**src/rtl/cache_assoc_wb.sv**
```systemverilog
// N-way set-associative, write-back, write-allocate L1 cache with true LRU.
// One data word per line; misses go through a handshaked backing-memory port.
`timescale 1ns/1ps

module cache_assoc_wb #(
  parameter int INDEX_W = 2,
  parameter int TAG_W   = 8,
  parameter int DATA_W  = 8,
  parameter int WAYS    = 2,
  localparam int WAY_W  = $clog2(WAYS)
) (
  input  logic                     clock,
  input  logic                     reset_n,
  input  logic                     req_valid,
  output logic                     req_ready,
  input  logic                     req_write,
  input  logic [INDEX_W-1:0]       req_index,
  input  logic [TAG_W-1:0]         req_tag,
  input  logic [DATA_W-1:0]        req_wdata,
  output logic                     rsp_valid,
  output logic [DATA_W-1:0]        rsp_data,
  output logic                     rsp_hit,
  output logic                     rsp_wback,
  output logic                     rsp_load,
  output logic [WAY_W-1:0]         rsp_way,
  output logic                     mem_req,
  output logic                     mem_we,
  output logic [TAG_W+INDEX_W-1:0] mem_addr,
  output logic [DATA_W-1:0]        mem_wdata,
  input  logic                     mem_ack,
  input  logic [DATA_W-1:0]        mem_rdata
);

  localparam int SETS = 2 ** INDEX_W;

  typedef enum logic [2:0] {
    IDLE,
    LOOKUP,
    WBACK,
    FILL,
    RESP
  } state_t;

  state_t state, state_nx;

  logic [TAG_W-1:0]  tag_mem   [SETS][WAYS];
  logic [DATA_W-1:0] data_mem  [SETS][WAYS];
  logic [WAY_W-1:0]  age_mem   [SETS][WAYS];
  logic [WAYS-1:0]   valid_mem [SETS];
  logic [WAYS-1:0]   dirty_mem [SETS];

  logic               cap_write;
  logic [INDEX_W-1:0] cap_index;
  logic [TAG_W-1:0]   cap_tag;
  logic [DATA_W-1:0]  cap_wdata;
  logic [WAY_W-1:0]   vic_way;
  logic               wback_pend;

  logic             hit;
  logic [WAY_W-1:0] hit_way;
  logic             inv_found;
  logic [WAY_W-1:0] inv_way;
  logic [WAY_W-1:0] lru_way;
  logic [WAY_W-1:0] victim;
  logic             victim_dirty;
  logic             install;
  logic             touch;
  logic [WAY_W-1:0] acc_way;
  logic [WAY_W-1:0] acc_age;
  logic [WAY_W-1:0] age_nx [WAYS];

  // Tag match and victim choice for the captured set.
  // NOTE: every combinational output gets a default first so no path leaves it unassigned (no latch).
  always_comb begin
    hit       = 1'b0;
    hit_way   = '0;
    inv_found = 1'b0;
    inv_way   = '0;
    lru_way   = '0;
    for (int w = 0; w < WAYS; w++) begin
      if (!hit && valid_mem[cap_index][w] && tag_mem[cap_index][w] == cap_tag) begin
        hit     = 1'b1;
        hit_way = WAY_W'(w);
      end
      if (!inv_found && !valid_mem[cap_index][w]) begin
        inv_found = 1'b1;
        inv_way   = WAY_W'(w);
      end
      if (age_mem[cap_index][w] == WAY_W'(WAYS - 1)) lru_way = WAY_W'(w);
    end
    victim       = inv_found ? inv_way : lru_way;
    victim_dirty = valid_mem[cap_index][victim] & dirty_mem[cap_index][victim];
  end

  // A write miss installs immediately; a read miss waits for the refill ack.
  assign install = (state == FILL) && (cap_write || mem_ack);
  assign touch   = ((state == LOOKUP) && hit) || install;
  assign acc_way = (state == LOOKUP) ? hit_way : vic_way;

  // Ages younger than the accessed way shift up by one; accessed way becomes 0.
  always_comb begin
    acc_age = age_mem[cap_index][acc_way];
    for (int w = 0; w < WAYS; w++) begin
      if (WAY_W'(w) == acc_way)
        age_nx[w] = '0;
      else if (age_mem[cap_index][w] < acc_age)
        age_nx[w] = age_mem[cap_index][w] + 1'b1;
      else
        age_nx[w] = age_mem[cap_index][w];
    end
  end

  always_comb begin
    state_nx = state;
    unique case (state)
      IDLE:    if (req_valid) state_nx = LOOKUP;
      LOOKUP: begin
        if (hit)               state_nx = RESP;
        else if (victim_dirty) state_nx = WBACK;
        else                   state_nx = FILL;
      end
      WBACK:   if (mem_ack) state_nx = FILL;
      FILL:    if (install) state_nx = RESP;
      RESP:    state_nx = IDLE;
      default: state_nx = IDLE;
    endcase
  end

  // Memory port is purely state-decoded so reset drops mem_req asynchronously.
  always_comb begin
    req_ready = (state == IDLE);
    rsp_valid = (state == RESP);
    mem_req   = 1'b0;
    mem_we    = 1'b0;
    mem_addr  = '0;
    mem_wdata = '0;
    if (state == WBACK) begin
      mem_req   = 1'b1;
      mem_we    = 1'b1;
      mem_addr  = {tag_mem[cap_index][vic_way], cap_index};
      mem_wdata = data_mem[cap_index][vic_way];
    end else if (state == FILL && !cap_write) begin
      mem_req  = 1'b1;
      mem_addr = {cap_tag, cap_index};
    end
  end

  // NOTE: state and storage use non-blocking assignments so every read in this block sees pre-edge values.
  always_ff @(posedge clock or negedge reset_n) begin
    if (!reset_n) begin
      state      <= IDLE;
      cap_write  <= 1'b0;
      cap_index  <= '0;
      cap_tag    <= '0;
      cap_wdata  <= '0;
      vic_way    <= '0;
      wback_pend <= 1'b0;
      rsp_data   <= '0;
      rsp_hit    <= 1'b0;
      rsp_wback  <= 1'b0;
      rsp_load   <= 1'b0;
      rsp_way    <= '0;
      // NOTE: the whole array is reset: valid/dirty/age must be clean, and tag/data are cleared with them so nothing reads X.
      for (int s = 0; s < SETS; s++) begin
        valid_mem[s] <= '0;
        dirty_mem[s] <= '0;
        for (int w = 0; w < WAYS; w++) begin
          tag_mem[s][w]  <= '0;
          data_mem[s][w] <= '0;
          age_mem[s][w]  <= WAY_W'(w);
        end
      end
    end else begin
      state <= state_nx;

      if (state == IDLE && req_valid) begin
        cap_write <= req_write;
        cap_index <= req_index;
        cap_tag   <= req_tag;
        cap_wdata <= req_wdata;
      end

      if (state == LOOKUP) begin
        if (hit) begin
          rsp_hit   <= 1'b1;
          rsp_wback <= 1'b0;
          rsp_load  <= 1'b0;
          rsp_way   <= hit_way;
          if (cap_write) begin
            data_mem[cap_index][hit_way]  <= cap_wdata;
            dirty_mem[cap_index][hit_way] <= 1'b1;
            rsp_data                      <= cap_wdata;
          end else begin
            rsp_data <= data_mem[cap_index][hit_way];
          end
        end else begin
          vic_way    <= victim;
          wback_pend <= victim_dirty;
        end
      end

      if (install) begin
        tag_mem[cap_index][vic_way]   <= cap_tag;
        data_mem[cap_index][vic_way]  <= cap_write ? cap_wdata : mem_rdata;
        valid_mem[cap_index][vic_way] <= 1'b1;
        dirty_mem[cap_index][vic_way] <= cap_write;
        rsp_data                      <= cap_write ? cap_wdata : mem_rdata;
        rsp_hit                       <= 1'b0;
        rsp_wback                     <= wback_pend;
        rsp_load                      <= !cap_write;
        rsp_way                       <= vic_way;
      end

      if (touch) begin
        for (int w = 0; w < WAYS; w++) age_mem[cap_index][w] <= age_nx[w];
      end
    end
  end

endmodule

```
**config.mk**
```make
export PLATFORM = sky130hd
export DESIGN_NAME = cache_assoc_wb
export DESIGN_NICKNAME = d
export VERILOG_FILES = /design/src/rtl/cache_assoc_wb.sv
export SDC_FILE = /design/constraint.sdc
export NUM_CORES = 1
export LEC_CHECK = 0
export BUFFER_PORTS_ARGS = -buffer_cell sky130_fd_sc_hd__clkbuf_2
export CORE_AREA = 2 2 158 160
export CTS_CLUSTER_DIAMETER = 30
export CTS_CLUSTER_SIZE = 20
export DETAILED_ROUTE_END_ITERATION = 8
export DIE_AREA = 0 0 160 162
export PLACE_DENSITY_LB_ADDON = 0.1
export SETUP_SLACK_MARGIN = 0.15
export SYNTH_ARGS = -nofsm -noshare
export SYNTH_HDL_FRONTEND = slang
export SYNTH_SLANG_ARGS = --single-unit
```
**constraint.sdc**
```tcl
create_clock -name clock -period 7 [get_ports clock]
set_input_delay 0 -clock clock [delete_from_list [all_inputs] [get_ports clock]]
set_output_delay 0 -clock clock [all_outputs]
set_load 0.01 [all_outputs]
```
# After elaboration in Yosys (flattened, before gate mapping)
# Index checks and enable logic that the tools add are counted.
[word_totals] register_bits=188 latch_bits=0 ramBits=0 rom_bits=0 out_inout_bits=34 n_memories=0
[classes] add_sub_neg=2 n_mul=0 div_mod_pow=0 magnitude_cmp=14 n_eq_ne=9 shifts=0 n_mux=105 n_bitwise=8 n_reduce_logical=24
[op_table] op="64-bit 2-to-1 mux" count=4
[op_table] op="64-bit bitwise mux" count=3
[op_table] op="8-bit 2-to-1 mux" count=21
[op_table] op="16-bit 2-to-1 mux" count=6
[op_table] op="16-bit binary-select mux with 2-bit select" count=2
[op_table] op="16-bit demux with 2-bit select" count=2
[op_table] op="1-bit 2-to-1 mux" count=37
[op_table] op="8-bit bitwise mux" count=3
[op_table] op="10-bit 2-to-1 mux" count=2
[op_table] op="2-bit 2-to-1 mux" count=9
[op_table] op="2-bit demux with 2-bit select" count=4
[op_table] op="8-bit demux with 1-bit select" count=2
[op_table] op="8-bit equality test" count=2
[op_table] op="8-bit bitwise OR" count=2
[op_table] op="1-bit logical AND" count=13
[op_table] op="2-bit binary-select mux with 2-bit select" count=3
[op_table] op="3-bit 2-to-1 mux" count=4
[op_table] op="3-bit case mux with 4 select lines" count=1
[op_table] op="3-bit by 2-bit equality test with 1-bit output (second input constant)" count=2
[op_table] op="2-bit greater-or-equal comparator (second input constant)" count=3
[op_table] op="1-bit by 2-bit < comparator with 1-bit output (second input constant)" count=3
[op_table] op="2-bit != test (second input constant)" count=3
[op_table] op="1-bit NOT with 2-bit output" count=3
[op_table] op="2-bit by 1-bit < comparator with 1-bit output (second input constant)" count=2
[op_table] op="other kinds (17)" count=26

# Longest topological paths before layout
# Gate-level depths: netlist of the first run.
[depth] depth_word=24 mapped_depth=10

# Worst setup path after synthesis of the first run
# Ideal clock, no wire load.
[synth_timing] path_type="reg-to-reg" start="reg cap_index[0]" end="reg age_mem[1] in the netlist's numbering" t_arrival_ps=2418 t_required_ps=6875 slack_ps=4457 stages_incl_launch_ff=10 path_buffers=2 path_cell_list="dfrtp_1 -> buf_6 -> mux4_2 -> xor2_1 -> nor4_2 -> and3_1 -> buf_4 -> o21ai_2 -> a21oi_2 -> mux2_2"
[synth_between] elab_chain_cells=21 word_cells_on_any_way=42 cone_classes="2 x add/sub; 4 x order compare; 2 x eq/ne; 25 x mux; 2 x bitwise; 7 x reduce/logical"
[synth_lines] element="start: declaration" line="53" text="logic [INDEX_W-1:0] cap_index;"
[synth_lines] element="start signal: assignment" line="178" text="cap_index <= req_index;"
[synth_lines] element="2-bit NOT with 3-bit output (implied by the code) (*)"
[synth_lines] element="16-bit binary-select mux with 2-bit select" line="81" text="if (!hit && valid_mem[cap_index][w] && tag_mem[cap_index][w] == cap_tag) begin"
[synth_lines] element="16-bit 2-to-1 mux (implied by the code) (2 in a row)" line="81"
[synth_lines] element="8-bit equality test" line="81"
[synth_lines] element="1-bit logical AND" line="81"
[synth_lines] element="1-bit 2-to-1 mux" line="81"
[synth_lines] element="1-bit logical NOT" line="81"
[synth_lines] element="1-bit logical AND (2 in a row)" line="81"
[synth_lines] element="1-bit 2-to-1 mux" line="81"
[synth_lines] element="1-bit 2-to-1 mux" line="98" text="assign acc_way = (state == LOOKUP) ? hit_way : vic_way;"
[synth_lines] element="1-bit NOT with 2-bit output (implied by the code)" line="102" text="acc_age = age_mem[cap_index][acc_way];"
[synth_lines] element="1-bit 2-to-1 mux (implied by the code) (3 in a row)" line="102"
[synth_lines] element="1-bit < comparator" line="106" text="else if (age_mem[cap_index][w] < acc_age)"
[synth_lines] element="1-bit 2-to-1 mux" line="106"
[synth_lines] element="1-bit 2-to-1 mux" line="104" text="if (WAY_W'(w) == acc_way)"
[synth_lines] element="8-bit bitwise mux (2 in a row)" line="215" text="for (int w = 0; w < WAYS; w++) age_mem[cap_index][w] <= age_nx[w];"
[synth_lines] element="end signal: indexed assignment" line="170" text="age_mem[s][w] <= WAY_W'(w);"
[synth_lines] element="end: declaration" line="48" text="logic [WAY_W-1:0] age_mem [SETS][WAYS];"
# Every way passes the cells marked *; elsewhere a longest branch is shown, timed or not. The select of a mux whose other input is x is not followed.
# A chain may end at the register's enable or synchronous reset.

# Worst setup path after layout of the first run
[layout_timing] start="reg cap_index[0]" end="reg data_mem[16] in the netlist's numbering"
[layout_between] elab_chain_cells=24 word_cells_on_any_way=35 cone_classes="4 x order compare; 2 x eq/ne; 21 x mux; 2 x bitwise; 6 x reduce/logical"
[layout_lines] element="2-bit NOT with 3-bit output (*)" line="81, 190, 204"
[layout_lines] element="16-bit binary-select mux with 2-bit select" line="81"
[layout_lines] element="16-bit 2-to-1 mux (implied by the code) (2 in a row)" line="81"
[layout_lines] element="8-bit equality test" line="81"
[layout_lines] element="1-bit logical AND" line="81"
[layout_lines] element="1-bit 2-to-1 mux" line="81"
[layout_lines] element="1-bit logical NOT" line="81"
[layout_lines] element="1-bit logical AND (2 in a row)" line="81"
[layout_lines] element="[... 6 more ...]"
[layout_lines] element="16-bit 2-to-1 mux (implied by the code)" line="190" text="data_mem[cap_index][hit_way] <= cap_wdata;"
[layout_lines] element="16-bit demux with 2-bit select" line="190"
[layout_lines] element="64-bit bitwise mux" line="190"
[layout_lines] element="64-bit 2-to-1 mux" line="189" text="if (cap_write) begin"
[layout_lines] element="64-bit 2-to-1 mux" line="184" text="if (hit) begin"
[layout_lines] element="64-bit 2-to-1 mux" line="183" text="if (state == LOOKUP) begin"
[layout_lines] element="64-bit bitwise mux" line="204" text="data_mem[cap_index][vic_way] <= cap_write ? cap_wdata : mem_rdata;"
[layout_lines] element="64-bit 2-to-1 mux (*)" line="202" text="if (install) begin"
[layout_lines] element="end signal: indexed assignment" line="190"
[layout_lines] element="end signal: indexed assignment" line="204"
[layout_lines] element="end: declaration" line="47" text="logic [DATA_W-1:0] data_mem [SETS][WAYS];"
# Marked as above.

==> results of run 1 <==
## power groups by stage
stage          sequential (W)  combinational [W]  clock, W
5_1_grt               0.00207            0.00225   0.00109
6_report              0.00199            0.00206   0.00102
3_5_place_dp          0.00201            0.00204         0
4_1_cts               0.00199            0.00207   0.00104
3_3_place_gp          0.00198            0.00201         0
2_1_floorplan         0.00174            0.00163         0
## layout by cell type (no fill, tap or decap), drive strengths merged, types with 6 or more instances in the layout
cell	n
clkbuf	88
buf	16
a21oi	46
mux4	38
nand4	6
mux2i	73
dfrtp	184
and3	6
inv	12
nor3	7
nand2b	8
nand3	17
xnor2	9
nand2	72
mux2	98
nor2	55
o21ai	63
a2bb2oi	7
dlygate4sd3	23
xor2	7
## how the worst max path moves through the flow
stage	endpoint	cells past startpoint	start	slack (ns)
floorplan	age_mem[1]	9	cap_index[0]	4.46
global placement	data_mem[20]	7	cap_index[0]	2.42
detailed placement	data_mem[16]	7	cap_index[0]	2.35
CTS	data_mem[16]	7	cap_index[0]	2.31
global route	data_mem[16]	7	cap_index[0]	1.98
finish	data_mem[16]	7	cap_index[0]	2.21
## area by class of cell
type / instances / share of cell area, %
inverter: 11 / 0.376
tap: 324 / 3.69
clock buffer: 24 / 4.38
sequential: 188 / 42.9
clock inverter: 8 / 1.21
timing repair buffer: 103 / 6.18
multi-input combinational: 555 / 41.3
## logic make-up after synthesis
family                    Yosys count
AOI/OAI and AO/OA                 140
buffers and inverters              84
DFF                               188
xor gates and xnor gates           16
muxes                             209
and+or+nand+nor                   190
## critical path: cells and delay by family (launching register included)
kind	cells	cell delay (ns)
compound gates	1	0.11
flops	1	1.02
xor+xnor	1	0.19
simple gates	3	2.22
mux	2	1.07
## stage by stage
stage               utilization [%]  instance area [um2]
finish                         45.6                11000
global route                   45.6                11000
CTS                            45.6                11000
detailed placement             42.1                10100
global placement               42.1                10100
floorplan                         -                 9600
## metal layers
layer / vias up / part of all wire [%]
met1: 3526 / 45
li1: 3056 / -
met2: 186 / 48
met3: 28 / 5.2
met5: - / 0
met4: 0 / 1.7
## registers in the layout, summed over array words and instances (netlist names)
signal / count
wback_pend: 1
valid_mem: 8
data_mem: 64
cap_wdata: 8
tag_mem: 64
rsp_wback: 1
dirty_mem: 8
cap_index: 2
vic_way: 1
rsp_hit: 1
cap_write: 1
rsp_way: 1
rsp_load: 1
rsp_data: 8
age_mem: 8
cap_tag: 8
state: 3
## repair_timing
action / CTS / global route
hold endpoints to repair: 126 / 0
endpoints found under the setup margin: 0 / 0
resized for setup: 0 / 0
hold buffers: 23 / 0
==> metrics.txt, run 1 <==
status=complete, no violations; DRC Markers=0; Top Usage Layer GRT=met2; simple-gate portion of the synthesized area=roughly 9.1%; hold endpoint=state[0]; met2 GRT Util=a little over a third; Max H-tree Level=4; setup slack, reg-to-reg=around 2.2 ns; leakage power=slightly above 5 nW; Reg area=about 0.0047 mm2; Fillers=2270; first-pass GRT wire length=between 40 and 50 mm; TritonCTS clock tree=yes; Post-Layout Cell Count=around 1.2k; detailed-placement wirelength estimate=around 17 mm; critical path class=flip-flop to flip-flop; Clk Latency, worst-skew pair=about 0.43 ns; Yosys top cell area share=47.9%; largest net degree at the start of global routing=110; critical path's largest stage delay=about 1.0 ns; switch share=between 30 and 40%; Total Power=approximately 0.0051 W; antenna cells=0; Syn Area/Cell=11.6 um2; routed vias/inst=about 5.6; syn nets=858; Worst Min Path Start=req_valid; Seq/Total Area, Yosys=between 40% and 50%; xor/xnor share of the synthesized area=1.46%; Setup crit end kind=flip-flop; most frequent cells after synthesis=184 x dfrtp_1, 73 x mux2i_1, 72 x nand2_1; Worst R2R Path Depth=7; Setup TNS=0 ns; I/O Buffers=64; Period minus WS final=about 4.8 ns; GR Util All Layers=a little over a fifth; Final Hold Vio Count=0; Tightest Pin Transition=~1.1 ns; Worst EP required=7.26 ns; Main synth FF type=dfrtp_1; Die Wd=about 160 um; Die ar.=around 0.026 mm2; M1 GR Usage=between 20 and 30%; slowest CP cell=nand4_1; root buffer cell=clkbuf_16; net load switching power=around 0.0020 W; starting density of the core=between 30% and 40%; setup repair bufs after CTS=0; area of the multi-input gates=~0.0045 mm2; maxcap violations=0; flops & latches, synth=approximately 190; final slew viol count=0; layout cell share with drive strength beyond 1=25.9%; drt pass-1 iters=7; crit start category=flip-flop; Top-Level Pins=65; # rows=57; Worst Hold Class=input port to flip-flop; mux cell area share after synthesis=between 20 and 30%; Netlist cell types=49; worst flop-to-flop path endpoint=data_mem[16]; Core Area=~0.024 mm2; Antenna Nets Post-Route=0; sequential power share=a little under 40%; largest area contributor in the netlist=dfrtp_1; DR WL/cell=about 22 um; adder-cell share of the synthesized area=0%; main combinational cell family by area after synthesis=multiplexers; Area contributors post-synth=dfrtp_1 48%, mux4_2 8.9%, mux2_2 7.7%; Cell Int Power=slightly above 0.003 W; Post-synth EDFFs=0; # clock sinks=approximately 190; unrepaired setup endpoints after global routing=no; clk_skew=around 0.012 ns; met3 usage in global routing=under 10%; Ys Warns=0; Cells after DPL=1158; crit-path max FO=29; asr flop ratio synth=100%; Num CTS Buffers=17; initial antenna violation count=0; final worst slack=2.21 ns; pre-CTS setup slack=2.35 ns; Longest Clk Path Bufs=2; Clock Pin Slew Worst Setup and Hold Paths=0.07 ns; FF-to-FF Start=cap_index[0]; nets=907; worst hold path depth=5; vias in the first global route=7112; Tcrit/Tclk final=between 60% and 70%; top-count cell post-synth=dfrtp_1; via count=between 6k and 7k; synthesized cell area=0.00960 mm2; Hold Slack=~0.032 ns; CP Data Arrival Time=between 5 and 6 ns; Initial DRC Count=approximately 580; wire length after detailed routing=26.9 mm; worst-path cell chain=mux4_2 > xor2_1 > nor4_2 > and3_1 > nand4_1 > mux2i_1 > a21oi_1; Clock power frac=about a fifth; compound-cell area share of the yosys netlist=~8.5%; grt total ovfl=0; Placer Congestion=0.821; P per Cell Area=roughly 460 mW/mm2; gate count of the mapped netlist=approximately 830; Worst VDD drop=approximately 0.15 mV; Die Y=162 um; fmax=209 MHz; Final setup viols=0; synth-to-layout area growth=14.5%; Slew HR=26.5%; combinational power share=40.6%
No activity file was read; power rests on OpenSTA's default activity.
==> inputs of run 2 (changes only) <==
Clock period 7 ns to 4.4 ns, I/O delays scaled along.
==> run 2 against run 1 <==
  * First-iteration DRC count is 3.8% higher
  * Critical path depth rose by 3
  * Die area unchanged
  * Largest power group unchanged
  * Sequential power is 60% higher
  * Fmax is 23% higher
==> metrics.txt, run 2 (synthesis gave the netlist of run 1 again) <==
status=complete, no violations; Setup crit end kind=flip-flop; crit start category=flip-flop; via count=6766 (-0.44%); clk_skew=0.0143 ns (+0.00203 ns); worst hold path depth=5 (unchanged); CP Data Arrival Time=4.26 ns (-0.79 ns); # rows=57 (unchanged); Worst EP required=4.78 ns (-2.48 ns); GR Util All Layers=21.2% (-0.44 points); Die Y=162 um (unchanged); Worst R2R Path Depth=10 (+3); initial antenna violation count=0 (unchanged); Top-Level Pins=65 (unchanged); # clock sinks=188 (unchanged); hold_buf cts=22 (-4.3%); Die ar.=0.0259 mm2 (unchanged); TritonCTS clock tree=yes; Initial DRC Count=600 (+3.8%); Slew HR=24.5% (-2.0 points); first-pass GRT wire length=41.6 mm (-1.6%); Core Area=0.0241 mm2 (unchanged); biggest regs=data_mem (64), tag_mem (64); Worst VDD drop=0.295 mV (+98%); antenna cells=0 (unchanged); P per Cell Area=727 mW/mm2 (+57%); Clock Pin Slew Worst Setup and Hold Paths=0.08 ns (about the same); Area after DPL=0.0103 mm2 (+1.1%); met2 GRT Util=33.5% (-2.0 points); Clk Latency, worst-skew pair=0.44 ns (about the same); commonest non-fill, non-tap cells in the layout=182 x dfrtp_1, 73 x mux2i_1, 72 x nand2_1; critical path class=flip-flop to flip-flop; starting density of the core=39.8% (unchanged); Die Wd=160 um (unchanged); DR WL/cell=21.5 um (-3.0%); Tcrit/Tclk final=88.2% (+20 points); wire length after detailed routing=26.4 mm (-1.8%); I/O Buffers=64 (unchanged); Antenna Nets Post-Route=0 (unchanged); synth-to-layout area growth=15.4%; nets=921 (+1.5%); Total Power=0.00805 W (+59%); Setup TNS=0 ns (unchanged); root buffer cell=clkbuf_16; maxcap violations=0 (unchanged); area of the multi-input gates=0.00454 mm2 (unchanged); Num CTS Buffers=17 (unchanged); setup repair bufs after CTS=0 (unchanged); Fillers=2262 (-0.35%); final slew viol count=0 (unchanged); Final Hold Vio Count=0 (unchanged); unrepaired setup endpoints after global routing=no; DRC Markers=0 (unchanged); vias in the first global route=6893 (-3.1%); crit-path max FO=22 (-24%); fmax=258 MHz (+23%); Max H-tree Level=4 (unchanged); Period minus WS final=3.88 ns (-0.903 ns); Final setup viols=0 (unchanged); Top Usage Layer GRT=met2; grt total ovfl=0 (unchanged); Longest Clk Path Bufs=2 (unchanged); # resized after CTS=0 (unchanged); setup slack, reg-to-reg=0.52 ns (-1.70 ns); routed vias/inst=5.51 (-1.6%); commonest non-fill, non-tap cell in the layout=dfrtp_1; Hold Slack=0.0621 ns (+0.0303 ns); detailed-placement wirelength estimate=17.8 mm (+2.8%); Reg area=0.00471 mm2 (unchanged); largest net degree at the start of global routing=119 (+8.2%); Tightest Pin Transition=1.13 ns (+0.0334 ns); layout cell share with drive strength beyond 1=27.6% (+1.7 points); Worst Hold Class=input port to flip-flop; drt pass-1 iters=6 (-1); fin util=46.0% (+0.36 points); final instance area=0.0111 mm2 (+0.78%); Placer Congestion=0.833 (+1.5%); leakage power=5.13 nW (+1.2%); M1 GR Usage=29.9% (+0.45 points); met3 usage in global routing=3.50% (-0.64 points)
[run 2: cell types whose count changed in the layout (fill, tap and decap cells not counted), sizes merged]
cell	change
buf	+15
bufinv	-2
clkbuf	-7
clkinv	+2
dlygate4sd3	-1
inv	+7
[run 2: per-stage QoR]
stage | worst slack, ns | cells
after floorplan | 1.86 | 827
after global placement | 0.645 | 1173
after detailed placement | 0.603 | 1173
after CTS | 0.439 | 1227
after global routing | 0.203 | 1227
final | 0.517 | 1227
[run 2: path summary, 6_finish.rpt]
path                               from      endpoint
max in group asynchronous       reset_n  data_mem[36]
min in group asynchronous       reset_n    cap_tag[5]
setup reg to reg           cap_index[0]      state[1]
setup / recovery           cap_index[0]      state[1]
hold / removal                req_valid      state[0]
hold reg to reg            valid_mem[3]  valid_mem[3]
[run 2: critical path, cell delays in order (launching register included)]
cell	delay, ns
dfrtp_2	0.73
buf_4	0.34
buf_4	0.42
mux4_2	0.61
and2_1	0.21
and3_1	0.25
buf_4	0.21
nor3_2	0.30
nor2_1	0.07
o22ai_1	0.11
dlygate4sd3_1	0.56
[run 2: cell type report]
cell class | instances | share of cell area [%]
Sequential cell | 188 | 42.5
Multi-Input combinational cell | 555 | 41.0
Tap cell | 324 | 3.66
Clock buffer | 17 | 3.84
Clock inverter | 15 | 1.56
Inverter | 11 | 0.373
Timing Repair Buffer | 117 | 7.06
[run 2: metal layers]
| layer | part of all wire (%) | vias up |
|---|---|---|
| li1 | - | 3084 |
| met1 | 47 | 3462 |
| met2 | 46 | 180 |
| met3 | 4.3 | 40 |
| met4 | 2.1 | 0 |
| met5 | 0 | - |
[run 2: report_power, final]
part / switching [W] / total (W) / internal [W]
Clock: 0.000762 / 0.00158 / 0.000814
Sequential: 0.000736 / 0.00319 / 0.00246
Combinational: 0.00172 / 0.00328 / 0.00157
